## src/rtl/raster_fill_sched.sv

```systemverilog
// rtl/raster_fill_sched.sv - round-robin clear/rectangle fill scheduler emitting raster-order pixel writes
module raster_fill_sched #(
    parameter int WIDTH      = 640,
    parameter int HEIGHT     = 480,
    parameter int COLOR_BITS = 12,
    localparam int X_BITS     = $clog2(WIDTH),
    localparam int Y_BITS     = $clog2(HEIGHT),
    localparam int TOTAL_BITS = $clog2(WIDTH * HEIGHT)
) (
    input  logic                  clk,
    input  logic                  rst,
    input  logic                  clr_req,
    input  logic [COLOR_BITS-1:0] clr_color,
    output logic                  clr_ack,
    input  logic                  rect_req,
    input  logic [X_BITS-1:0]     rect_x0,
    input  logic [Y_BITS-1:0]     rect_y0,
    input  logic [X_BITS:0]       rect_w,
    input  logic [Y_BITS:0]       rect_h,
    input  logic [COLOR_BITS-1:0] rect_color,
    output logic                  rect_ack,
    output logic                  pix_valid,
    input  logic                  pix_ready,
    output logic [X_BITS-1:0]     pix_x,
    output logic [Y_BITS-1:0]     pix_y,
    output logic [TOTAL_BITS-1:0] pix_addr,
    output logic [COLOR_BITS-1:0] pix_color,
    output logic                  busy,
    output logic                  done
);

    typedef enum logic {IDLE, RUN} state_t;

    localparam logic [X_BITS+1:0]     W_EXT  = (X_BITS+2)'(WIDTH);
    localparam logic [Y_BITS+1:0]     H_EXT  = (Y_BITS+2)'(HEIGHT);
    localparam logic [TOTAL_BITS-1:0] W_STEP = TOTAL_BITS'(WIDTH);
    localparam logic [X_BITS-1:0]     X_MAX  = X_BITS'(WIDTH - 1);
    localparam logic [Y_BITS-1:0]     Y_MAX  = Y_BITS'(HEIGHT - 1);

    state_t                state_q, state_d;
    logic                  last_grant_q, last_grant_d;
    logic                  clr_ack_q, clr_ack_d;
    logic                  rect_ack_q, rect_ack_d;
    logic                  done_q, done_d;
    logic                  pix_valid_q, pix_valid_d;
    logic [X_BITS-1:0]     pix_x_q, pix_x_d;
    logic [Y_BITS-1:0]     pix_y_q, pix_y_d;
    logic [TOTAL_BITS-1:0] pix_addr_q, pix_addr_d;
    logic [COLOR_BITS-1:0] pix_color_q, pix_color_d;
    logic [TOTAL_BITS-1:0] row_base_q, row_base_d;
    logic [X_BITS-1:0]     x0_q, x0_d;
    logic [X_BITS-1:0]     x_end_q, x_end_d;
    logic [Y_BITS-1:0]     y_end_q, y_end_d;

    logic [X_BITS+1:0]     x_sum, x_lim;
    logic [Y_BITS+1:0]     y_sum, y_lim;
    logic [X_BITS-1:0]     rect_x_end;
    logic [Y_BITS-1:0]     rect_y_end;
    logic                  rect_empty;
    logic                  grant_ok;
    logic                  pick_clr;

    // Clip in a widened domain so x0+w never wraps before the min().
    always_comb begin
        x_sum      = {2'b00, rect_x0} + {1'b0, rect_w};
        y_sum      = {2'b00, rect_y0} + {1'b0, rect_h};
        x_lim      = (x_sum > W_EXT) ? W_EXT : x_sum;
        y_lim      = (y_sum > H_EXT) ? H_EXT : y_sum;
        rect_x_end = X_BITS'(x_lim - (X_BITS+2)'(1));
        rect_y_end = Y_BITS'(y_lim - (Y_BITS+2)'(1));
        rect_empty = (rect_w == '0) || (rect_h == '0) ||
                     ({2'b00, rect_x0} >= W_EXT) || ({2'b00, rect_y0} >= H_EXT);
    end

    // No grant while an ack is out, so a level request is not granted twice.
    assign grant_ok = (state_q == IDLE) && !clr_ack_q && !rect_ack_q;
    assign pick_clr = clr_req && (!rect_req || last_grant_q);

    always_comb begin
        state_d      = state_q;
        last_grant_d = last_grant_q;
        clr_ack_d    = 1'b0;
        rect_ack_d   = 1'b0;
        done_d       = 1'b0;
        pix_valid_d  = pix_valid_q;
        pix_x_d      = pix_x_q;
        pix_y_d      = pix_y_q;
        pix_addr_d   = pix_addr_q;
        pix_color_d  = pix_color_q;
        row_base_d   = row_base_q;
        x0_d         = x0_q;
        x_end_d      = x_end_q;
        y_end_d      = y_end_q;

        case (state_q)
            IDLE: begin
                // An ack seen while still IDLE means the granted job was empty.
                done_d = clr_ack_q | rect_ack_q;
                if (grant_ok && (clr_req || rect_req)) begin
                    if (pick_clr) begin
                        clr_ack_d    = 1'b1;
                        last_grant_d = 1'b0;
                        pix_color_d  = clr_color;
                        x0_d         = '0;
                        x_end_d      = X_MAX;
                        y_end_d      = Y_MAX;
                        pix_x_d      = '0;
                        pix_y_d      = '0;
                        pix_addr_d   = '0;
                        row_base_d   = '0;
                        pix_valid_d  = 1'b1;
                        state_d      = RUN;
                    end else begin
                        rect_ack_d   = 1'b1;
                        last_grant_d = 1'b1;
                        if (!rect_empty) begin
                            pix_color_d = rect_color;
                            x0_d        = rect_x0;
                            x_end_d     = rect_x_end;
                            y_end_d     = rect_y_end;
                            pix_x_d     = rect_x0;
                            pix_y_d     = rect_y0;
                            pix_addr_d  = TOTAL_BITS'(rect_y0) * W_STEP + TOTAL_BITS'(rect_x0);
                            row_base_d  = TOTAL_BITS'(rect_y0) * W_STEP + TOTAL_BITS'(rect_x0);
                            pix_valid_d = 1'b1;
                            state_d     = RUN;
                        end
                    end
                end
            end
            RUN: begin
                if (pix_ready) begin
                    if (pix_x_q == x_end_q) begin
                        if (pix_y_q == y_end_q) begin
                            pix_valid_d = 1'b0;
                            done_d      = 1'b1;
                            state_d     = IDLE;
                        end else begin
                            pix_x_d    = x0_q;
                            pix_y_d    = pix_y_q + 1'b1;
                            row_base_d = row_base_q + W_STEP;
                            pix_addr_d = row_base_q + W_STEP;
                        end
                    end else begin
                        pix_x_d    = pix_x_q + 1'b1;
                        pix_addr_d = pix_addr_q + 1'b1;
                    end
                end
            end
            default: state_d = IDLE;
        endcase
    end

    always_ff @(posedge clk or negedge rst) begin
        if (!rst) begin
            state_q      <= IDLE;
            last_grant_q <= 1'b1;
            clr_ack_q    <= 1'b0;
            rect_ack_q   <= 1'b0;
            done_q       <= 1'b0;
            pix_valid_q  <= 1'b0;
            pix_x_q      <= '0;
            pix_y_q      <= '0;
            pix_addr_q   <= '0;
            pix_color_q  <= '0;
            row_base_q   <= '0;
            x0_q         <= '0;
            x_end_q      <= '0;
            y_end_q      <= '0;
        end else begin
            state_q      <= state_d;
            last_grant_q <= last_grant_d;
            clr_ack_q    <= clr_ack_d;
            rect_ack_q   <= rect_ack_d;
            done_q       <= done_d;
            pix_valid_q  <= pix_valid_d;
            pix_x_q      <= pix_x_d;
            pix_y_q      <= pix_y_d;
            pix_addr_q   <= pix_addr_d;
            pix_color_q  <= pix_color_d;
            row_base_q   <= row_base_d;
            x0_q         <= x0_d;
            x_end_q      <= x_end_d;
            y_end_q      <= y_end_d;
        end
    end

    assign clr_ack   = clr_ack_q;
    assign rect_ack  = rect_ack_q;
    assign done      = done_q;
    assign pix_valid = pix_valid_q;
    assign pix_x     = pix_x_q;
    assign pix_y     = pix_y_q;
    assign pix_addr  = pix_addr_q;
    assign pix_color = pix_color_q;
    assign busy      = (state_q == RUN);

endmodule
```

## config.mk

```make
export PLATFORM = sky130hd
export DESIGN_NAME = raster_fill_sched
export DESIGN_NICKNAME = d
export VERILOG_FILES = /design/src/rtl/raster_fill_sched.sv
export SDC_FILE = /design/constraint.sdc
export NUM_CORES = 1
export LEC_CHECK = 0
export ABC_AREA = 1
export BUFFER_PORTS_ARGS = -buffer_cell sky130_fd_sc_hd__buf_2
export CAP_MARGIN = 15
export CORE_ASPECT_RATIO = 0.5
export CORE_UTILIZATION = 40
export DETAILED_ROUTE_END_ITERATION = 10
export GPL_ROUTABILITY_DRIVEN = 0
export SYNTH_ARGS = -nofsm -noshare
export SYNTH_HDL_FRONTEND = slang
export SYNTH_SLANG_ARGS = --single-unit
export TNS_END_PERCENT = 1
```

## constraint.sdc

```tcl
create_clock -name clk -period 5.2 [get_ports clk]
set_clock_uncertainty 0.15 [all_clocks]
set_input_delay 1.56 -clock clk [delete_from_list [all_inputs] [get_ports clk]]
set_output_delay 1.56 -clock clk [all_outputs]
set_load 0.01 [all_outputs]
```

==> results.toml, run 1 <==
[floorplan]
floorplan.initialDensity_pct = 41.9
die_area_sq_um = 20400
site_row_count = 35
design.portCount = 124
placeableCoreArea_sq_um = 18900
chipWidth_um = 201
die_height_um = 102

[synthesis]
yosys_register_bits = 104
syn_nets = 1209
syn_avg_cell_area_sq_um = 7.25
post_synth_mux_area_share_pct = 0.284
synthXorXnorAreaFrac_pct = 6.18
synth.cell_area_sq_um = 7930
synth.yosys.warnings = 0
yosys.area_share.adder_pct = 7.63
synth_top_family_by_area = "simple AND/OR/NAND/NOR gates"
synth_compound_area_share_pct = 15.6
simple_gate_fraction_of_synth_area_pct = 28.5
synth_cells = 1094
post_synth_num_cell_types = 56
synth-seq-area-share_pct = 32.8

[sta]
finalSetupTns_ns = 0
finalWorstSetupSlack_ns = 1.10
timing.max_slew.rel_slack_pct = 50.0
hold_violations = 0
timing.final.crit_share_pct = 78.9
setup_viol = 0
setup_repair_after_global_routing_missed_its_margin = "no"
maxClockFrequency_mhz = 244
fin_worst_hold_slack_ns = 0.329
timing.final.crit_period_ns = 4.10
slew_viol_final = 0
transition_time_at_the_pin_with_the_least_slew_margin_ns = 0.748

[grt]
number_of_global_route_vias_before_repair = 7318
track_usage_pct = 23.0
global_route.overflow_total = 0
wire_length_of_the_first_global_routing_pass_mm = 37.3
pin_count_of_the_biggest_net_entering_global_routing = 51
grt_antenna_before_repair = 1

[setup_path]
arrival_time_of_data_at_the_critical_path_endpoint_ns = 4.21
critical_path_fanouts_max = 8
cp_data_required_time_ns = 5.31
launching_element_type_of_the_critical_path = "input port"
worst_r2r_path_depth = 10
category_of_the_worst_setup_path_capture_point = "flip-flop"
ff2ff_setup_slack_ns = 1.65
path_class = "input port to flip-flop"

[clocking]
clock_tree.buffer_depth = 2
number_of_buffers_added_by_the_clock_tree_synthesis_step = 9
clock-root-buffer = "sky130_fd_sc_hd__clkbuf_16"
cts_resized = 0
clk_pin_slew_worst_paths_ns = 0.09
clock_latency_on_the_worst_skew_pair_ns = 0.37
clock_sink_count = 104
cts.htree.levels = 3
cts_tree = "built"
cts_hold_buf = 0
post-cts-setup-buffers = 0

[routing]
route.met2.wl_mm = 9.95
postRouteWirelength_mm = 22.6
drt_first_pass_iters = 5
dr_wl_met3_mm = 1.29
detail_route.drc_violations = 0
avgRoutedWirePerCell_um = 15.3
route.antenna.remaining_nets = 0
drt_iter0_markers = 414
dr.max_layer_used = "met4"
wirelength_met1_mm = 11.2
via_per_inst = 5.16
dr_total_vias = 7602

[min_path]
worstHoldPathType = "flip-flop to flip-flop"
holdPathStages = 2

[run_status]
result_of_the_run = "finished clean"

[power]
power.ir.vdd_worst_mv = 0.170
total_power_divided_by_cell_area_nw_per_um2 = 354
power.leakage_nw = 4.53

[placed_design]
post-place-ws_ns = 0.745
placedCellCount = 1456
count_of_input_and_output_buffers = 123
hpwl_mm = 17.7

[cells_and_area]
area_growth_pct = 14.8
layout_utilization_pct = 48.1
antenna_cells_inserted = 0
most-common-layout-cells = "sky130_fd_sc_hd__nand2_1 (238), sky130_fd_sc_hd__inv_1 (139), sky130_fd_sc_hd__buf_2 (122)"
post_route_cells_drive_above_1_share_pct = 17.7
final_nets = 1323
fillerInstances = 1948
final_cells = 1472
layout_commonest_cell = "sky130_fd_sc_hd__nand2_1"

[run]
cap_violations = 0
-- cell type report --
type,instances,area [sq um],share of cell area (%)
multi-input combinational,811,4620,50.7
sequential,104,2600,28.6
timing repair buffer,134,701,7.69
inverter,148,568,6.24
tap,259,324,3.56
clock buffer,9,225,2.47
clock inverter,7,71.3,0.783
-- per-stage QoR --
stage / power [mW] / instance area [sq um]
after floorplan: 2.13 / 7930
after global placement: 2.52 / 8810
after detailed placement: 2.54 / 8810
after CTS: 3.25 / 9110
after global routing: 3.48 / 9110
final: 3.23 / 9110
-- flip-flops by register name, indices dropped and copies added, names as in the netlist, 9 cells and up --
name / flops
y_end_q: 9
x_end_q: 10
pix_y: 9
pix_color: 12
x0_q: 10
row_base_q: 19
pix_x: 10
pix_addr: 19
-- cell usage after synthesis (all sizes together) --
cell | instances | area share, %
nand2 | 258 | 13
inv | 147 | 7.0
nor2 | 124 | 6.5
dfrtp | 103 | 32
o21ai | 82 | 5.3
nand3 | 68 | 4.8
ha | 42 | 6.6
a21oi | 41 | 2.8
xor2 | 34 | 3.8
a31oi | 31 | 2.4
xnor2 | 22 | 2.4
buf | 21 | 1.4
o22ai | 15 | 1.2
nand4 | 13 | 1.0
nor3 | 13 | 0.88
o221ai | 12 | 1.3
clkbuf | 10 | 0.47
or2 | 9 | 0.71
nand3b | 7 | 0.66
nor4 | 7 | 0.63
o211ai | 7 | 0.73
a22oi | 6 | 0.57
fa | 4 | 1.0
o21bai | 3 | 0.28
mux2 | 2 | 0.28
nor3b | 2 | 0.19
o31ai | 2 | 0.36
a21boi | 1 | 0.095
a32o | 1 | 0.13
a41oi | 1 | 0.11
and3 | 1 | 0.079
clkinv | 1 | 0.21
dfstp | 1 | 0.33
o2111ai | 1 | 0.11
o21a | 1 | 0.095
o32ai | 1 | 0.11
-- routing by layer --
metal	track usage, %	vias to the layer above
met4	4.08	0
li1	-	3842
met2	37.6	180
met5	0	-
met3	5.08	17
met1	31.8	3563
-- worst max-delay path: stages --
cell	delay, ns
sky130_fd_sc_hd__buf_2	0.17
sky130_fd_sc_hd__ha_1	0.19
sky130_fd_sc_hd__inv_1	0.06
sky130_fd_sc_hd__fa_1	0.41
sky130_fd_sc_hd__inv_1	0.07
sky130_fd_sc_hd__nand3_1	0.06
sky130_fd_sc_hd__nand2_1	0.14
sky130_fd_sc_hd__nand3_1	0.08
sky130_fd_sc_hd__nand2_1	0.08
sky130_fd_sc_hd__xor2_1	0.19
sky130_fd_sc_hd__nand4_1	0.17
sky130_fd_sc_hd__nand2_2	0.14
sky130_fd_sc_hd__inv_1	0.10
sky130_fd_sc_hd__nand2_1	0.09
sky130_fd_sc_hd__ha_1	0.30
sky130_fd_sc_hd__nand3_1	0.11
sky130_fd_sc_hd__nand2_1	0.09
sky130_fd_sc_hd__nand3_1	0.08
sky130_fd_sc_hd__nand2_1	0.07
sky130_fd_sc_hd__inv_1	0.03
-- cells by family after synthesis --
| kind of cell | after synthesis |
|---|---|
| muxes | 2 |
| adders and majority gates | 46 |
| xor gates and xnor gates | 56 |
| DFF | 104 |
| and+or+nand+nor | 502 |
| AOI/OAI and AO/OA | 205 |
| buffers and inverters | 179 |
-- worst paths after layout --
check                                   start             end
worst max-delay path               rect_y0[0]      y_end_q[6]
worst min-delay path            row_base_q[1]   row_base_q[1]
worst max register to register       pix_x[7]  row_base_q[10]
worst min register to register  row_base_q[1]   row_base_q[1]
max in group asynchronous                 rst         x0_q[0]
min in group asynchronous                 rst   pix_color[10]
-- where the power goes --
group / switching, mW / total (mW) / internal, mW
Sequential: 0.230 / 1.26 / 1.03
Clock: 0.357 / 0.697 / 0.340
Combinational: 0.736 / 1.27 / 0.535
Total: 1.32 / 3.23 / 1.91
(Power assumes the default switching activity.)
==> run 2: changes to the inputs <==
--- a/config.mk
+++ b/config.mk
@@ -5,7 +5,7 @@
 export SDC_FILE = /design/constraint.sdc
 export NUM_CORES = 1
 export LEC_CHECK = 0
-export ABC_AREA = 1
+export ABC_AREA = 0
 export BUFFER_PORTS_ARGS = -buffer_cell sky130_fd_sc_hd__buf_2
 export CAP_MARGIN = 15
 export CORE_ASPECT_RATIO = 0.5
==> constraint.sdc (replaced) <==
create_clock -name clk -period 3.6 [get_ports clk]
set_clock_uncertainty 0.15 [all_clocks]
set_input_delay 1.08 -clock clk [delete_from_list [all_inputs] [get_ports clk]]
set_output_delay 1.08 -clock clk [all_outputs]
set_load 0.01 [all_outputs]
==> run 2 against run 1 <==
Utilization rose by 5.0 points. The flow now finishes with violations (negative setup slack). Cell area rose by 14%. Clock power rose by 42%. Die area rose by 0.51%.
==> results.toml, run 2 <==
[run_status]
result_of_the_run = "finished with violations"
violations_in_the_final_reports = "negative setup slack"

[min_path]
holdPathStages = 1
worstHoldPathType = "flip-flop to flip-flop"
hold-path-endpoint = "x0_q[3]"
hold_start = "x0_q[3]"

[cells_and_area]
layout_commonest_cell = "sky130_fd_sc_hd__buf_4"
final_cells = 1428
fillerInstances = 1812
most-common-layout-cells = "sky130_fd_sc_hd__buf_4 (132), sky130_fd_sc_hd__buf_2 (116), sky130_fd_sc_hd__dfrtp_1 (103)"
antenna_cells_inserted = 0
area_growth_pct = 29.9
post_route_cells_drive_above_1_share_pct = 29.8
final_nets = 1272

[floorplan]
placeableCoreArea_sq_um = 19500
die_area_sq_um = 20500
floorplan.initialDensity_pct = 40.9
die_height_um = 102
design.portCount = 124
chipWidth_um = 202
site_row_count = 36

[setup_path]
ff2ff_setup_slack_ns = 0.89
critical_path.reg2reg.startpoint = "clr_ack"
arrival_time_of_data_at_the_critical_path_endpoint_ns = 3.74
regToRegEndpoint = "x_end_q[9]"
path_class = "input port to flip-flop"
worst_r2r_path_depth = 8
launching_element_type_of_the_critical_path = "input port"
critical_path_fanouts_max = 3
category_of_the_worst_setup_path_capture_point = "flip-flop"
cp_data_required_time_ns = 3.69
timing.critical_path.from = "rect_h[0]"

[synthesis]
synth.largest_area_cell = "sky130_fd_sc_hd__dfrtp_1"
synth-seq-area-share_pct = 32.6
syn_nets = 1050
synth_enable_flop_cells = 0
synth.yosys.warnings = 0
async_reset_ff_share_pct = 100
post_synth_num_cell_types = 82
yosys.area.top_type_share_pct = 32.3
synthFlopType = "sky130_fd_sc_hd__dfrtp_1"
synth.cell_area_sq_um = 7980
synth_cells = 935
post_synth_main_area_contributors = "sky130_fd_sc_hd__dfrtp_1 (32%), sky130_fd_sc_hd__ha_1 (6.6%), sky130_fd_sc_hd__o21ai_0 (5.0%)"
syn_avg_cell_area_sq_um = 8.53
yosys_register_bits = 104
most_instantiated_library_cell_after_synthesis = "sky130_fd_sc_hd__dfrtp_1"
netlist_top_cells_count = "sky130_fd_sc_hd__dfrtp_1 (103), sky130_fd_sc_hd__nand2_1 (93), sky130_fd_sc_hd__o21ai_0 (80)"

[sta]
timing.max_slew.rel_slack_pct = 47.4
transition_time_at_the_pin_with_the_least_slew_margin_ns = 0.789
setup_viol = 3
maxClockFrequency_mhz = 274
timing.final.crit_share_pct = 101
finalWorstSetupSlack_ns = -0.0512
timing.final.crit_period_ns = 3.65
slew_viol_final = 0
fin_worst_hold_slack_ns = 0.333
hold_violations = 0
setup_repair_after_global_routing_missed_its_margin = "yes"

[power]
power_after_layout_mw = 5.62
power.leakage_nw = 4.70
total_power_divided_by_cell_area_nw_per_um2 = 543
power.ir.vdd_worst_mv = 0.307

[run]
cap_violations = 0

[placed_design]
hpwl_mm = 18.8
count_of_input_and_output_buffers = 123
placedCellCount = 1405

[clocking]
clock_latency_on_the_worst_skew_pair_ns = 0.36
cts_hold_buf = 0
clk_pin_slew_worst_paths_ns = 0.08
clock_tree.buffer_depth = 2
cts.htree.levels = 3
clock_sink_count = 104
number_of_buffers_added_by_the_clock_tree_synthesis_step = 9
clock-root-buffer = "sky130_fd_sc_hd__clkbuf_16"
cts_tree = "built"

[routing]
route.antenna.remaining_nets = 0
drt_iter0_markers = 484
detail_route.drc_violations = 0
postRouteWirelength_mm = 24.8
dr_total_vias = 7920
avgRoutedWirePerCell_um = 17.4
drt_first_pass_iters = 6
via_per_inst = 5.55

[grt]
track_usage_pct = 24.7
number_of_global_route_vias_before_repair = 7719
wire_length_of_the_first_global_routing_pass_mm = 40.3
pin_count_of_the_biggest_net_entering_global_routing = 45
grt_antenna_before_repair = 0
global_route.overflow_total = 0
run 2: changes by cell type after synthesis, sizes merged, moves of 10 or more:
cell | previous run | this run
or3 | 0 | 10
xnor2 | 22 | 45
nand2 | 258 | 95
inv | 147 | 28
o22ai | 15 | 4
a21oi | 41 | 76
clkbuf | 10 | 28
nor2 | 124 | 77
a21o | 0 | 20
nor2b | 0 | 12
a211oi | 0 | 11
nand3 | 68 | 31
mux2i | 0 | 15
and3 | 1 | 23
run 2: report_power, final:
group	switching [mW]	internal, mW
clock	0.493	0.498
combinational	1.39	1.20
sequential	0.470	1.57
run 2: logic make-up (layout without fill, tap and decap cells):
family | count (synthesis) | count (layout) | share of synthesized area, %
XOR/XNOR | 75 | 75 | 8.33
AND/OR/NAND/NOR | 320 | 320 | 19.4
adder cells (fa/ha/maj) | 46 | 46 | 7.59
multiplexers | 18 | 18 | 2.31
buffers and inverters | 74 | 301 | 4.19
flip-flops | 104 | 104 | 32.6
AO/OA/AOI/OAI | 298 | 298 | 25.5
run 2: worst max-delay path, cell delays in order:
cell                        delay [ns]
sky130_fd_sc_hd__buf_4            0.12
sky130_fd_sc_hd__ha_4             0.13
sky130_fd_sc_hd__inv_2            0.03
sky130_fd_sc_hd__fa_2             0.36
sky130_fd_sc_hd__nor2b_4          0.16
sky130_fd_sc_hd__o2111ai_2        0.16
sky130_fd_sc_hd__a31oi_4          0.26
sky130_fd_sc_hd__xnor2_2          0.12
sky130_fd_sc_hd__o41ai_4          0.39
sky130_fd_sc_hd__or2_4            0.19
sky130_fd_sc_hd__ha_4             0.13
sky130_fd_sc_hd__nand2_2          0.05
sky130_fd_sc_hd__nor3_2           0.19
sky130_fd_sc_hd__nand3_1          0.11
sky130_fd_sc_hd__xnor2_1          0.15
sky130_fd_sc_hd__a31oi_1          0.09
run 2: metrics by stage:
stage | worst slack, ns | area (sq um) | setup TNS, ns | util [%]
2_1_floorplan | -0.421 | 8060 | -2.52 | -
6_report | -0.0512 | 10400 | -0.148 | 53.1
5_1_grt | -0.202 | 10400 | -1.23 | 53.1
4_1_cts | -0.0344 | 10300 | -0.0696 | 52.7
3_3_place_gp | -0.457 | 9810 | -5.85 | 50.3
3_5_place_dp | -0.564 | 9810 | -7.94 | 50.3
run 2: layout make-up:
cell class / count / area [sq um] / share of cell area (%)
Inverter: 28 / 105 / 1.01
Tap cell: 266 / 333 / 3.21
Clock inverter: 6 / 48.8 / 0.471
Sequential cell: 104 / 2600 / 25.1
Clock buffer: 10 / 239 / 2.31
Timing Repair Buffer: 257 / 1720 / 16.6
Multi-Input combinational cell: 757 / 5310 / 51.3
run 2: layer usage:
| layer | routed length, um | track usage [%] | vias to the layer above | share of wire [%] |
|---|---|---|---|---|
| met4 | 240 | 4.60 | 0 | 0.97 |
| met5 | 0 | 0 | - | 0 |
| met3 | 1260 | 4.21 | 27 | 5.1 |
| met1 | 12400 | 35.3 | 3792 | 50 |
| met2 | 10900 | 39.8 | 236 | 44 |
| li1 | - | - | 3865 | - |
run 2: worst max path at each step:
stage / end / slack (ns) / cells past startpoint
5_1_grt: y_end_q[8] / -0.20 / 17
2_1_floorplan: y_end_q[8] / -0.42 / 16
6_report: y_end_q[8] / -0.05 / 16
4_1_cts: y_end_q[8] / -0.03 / 15
3_5_place_dp: x_end_q[4] / -0.56 / 16
3_3_place_gp: x_end_q[4] / -0.46 / 16
run 2: timing repair:
action	4_1_cts	5_1_grt
pin swaps	34	7
resized for setup	26	15
setup buffers	6	1
endpoints found under the setup margin	8	15
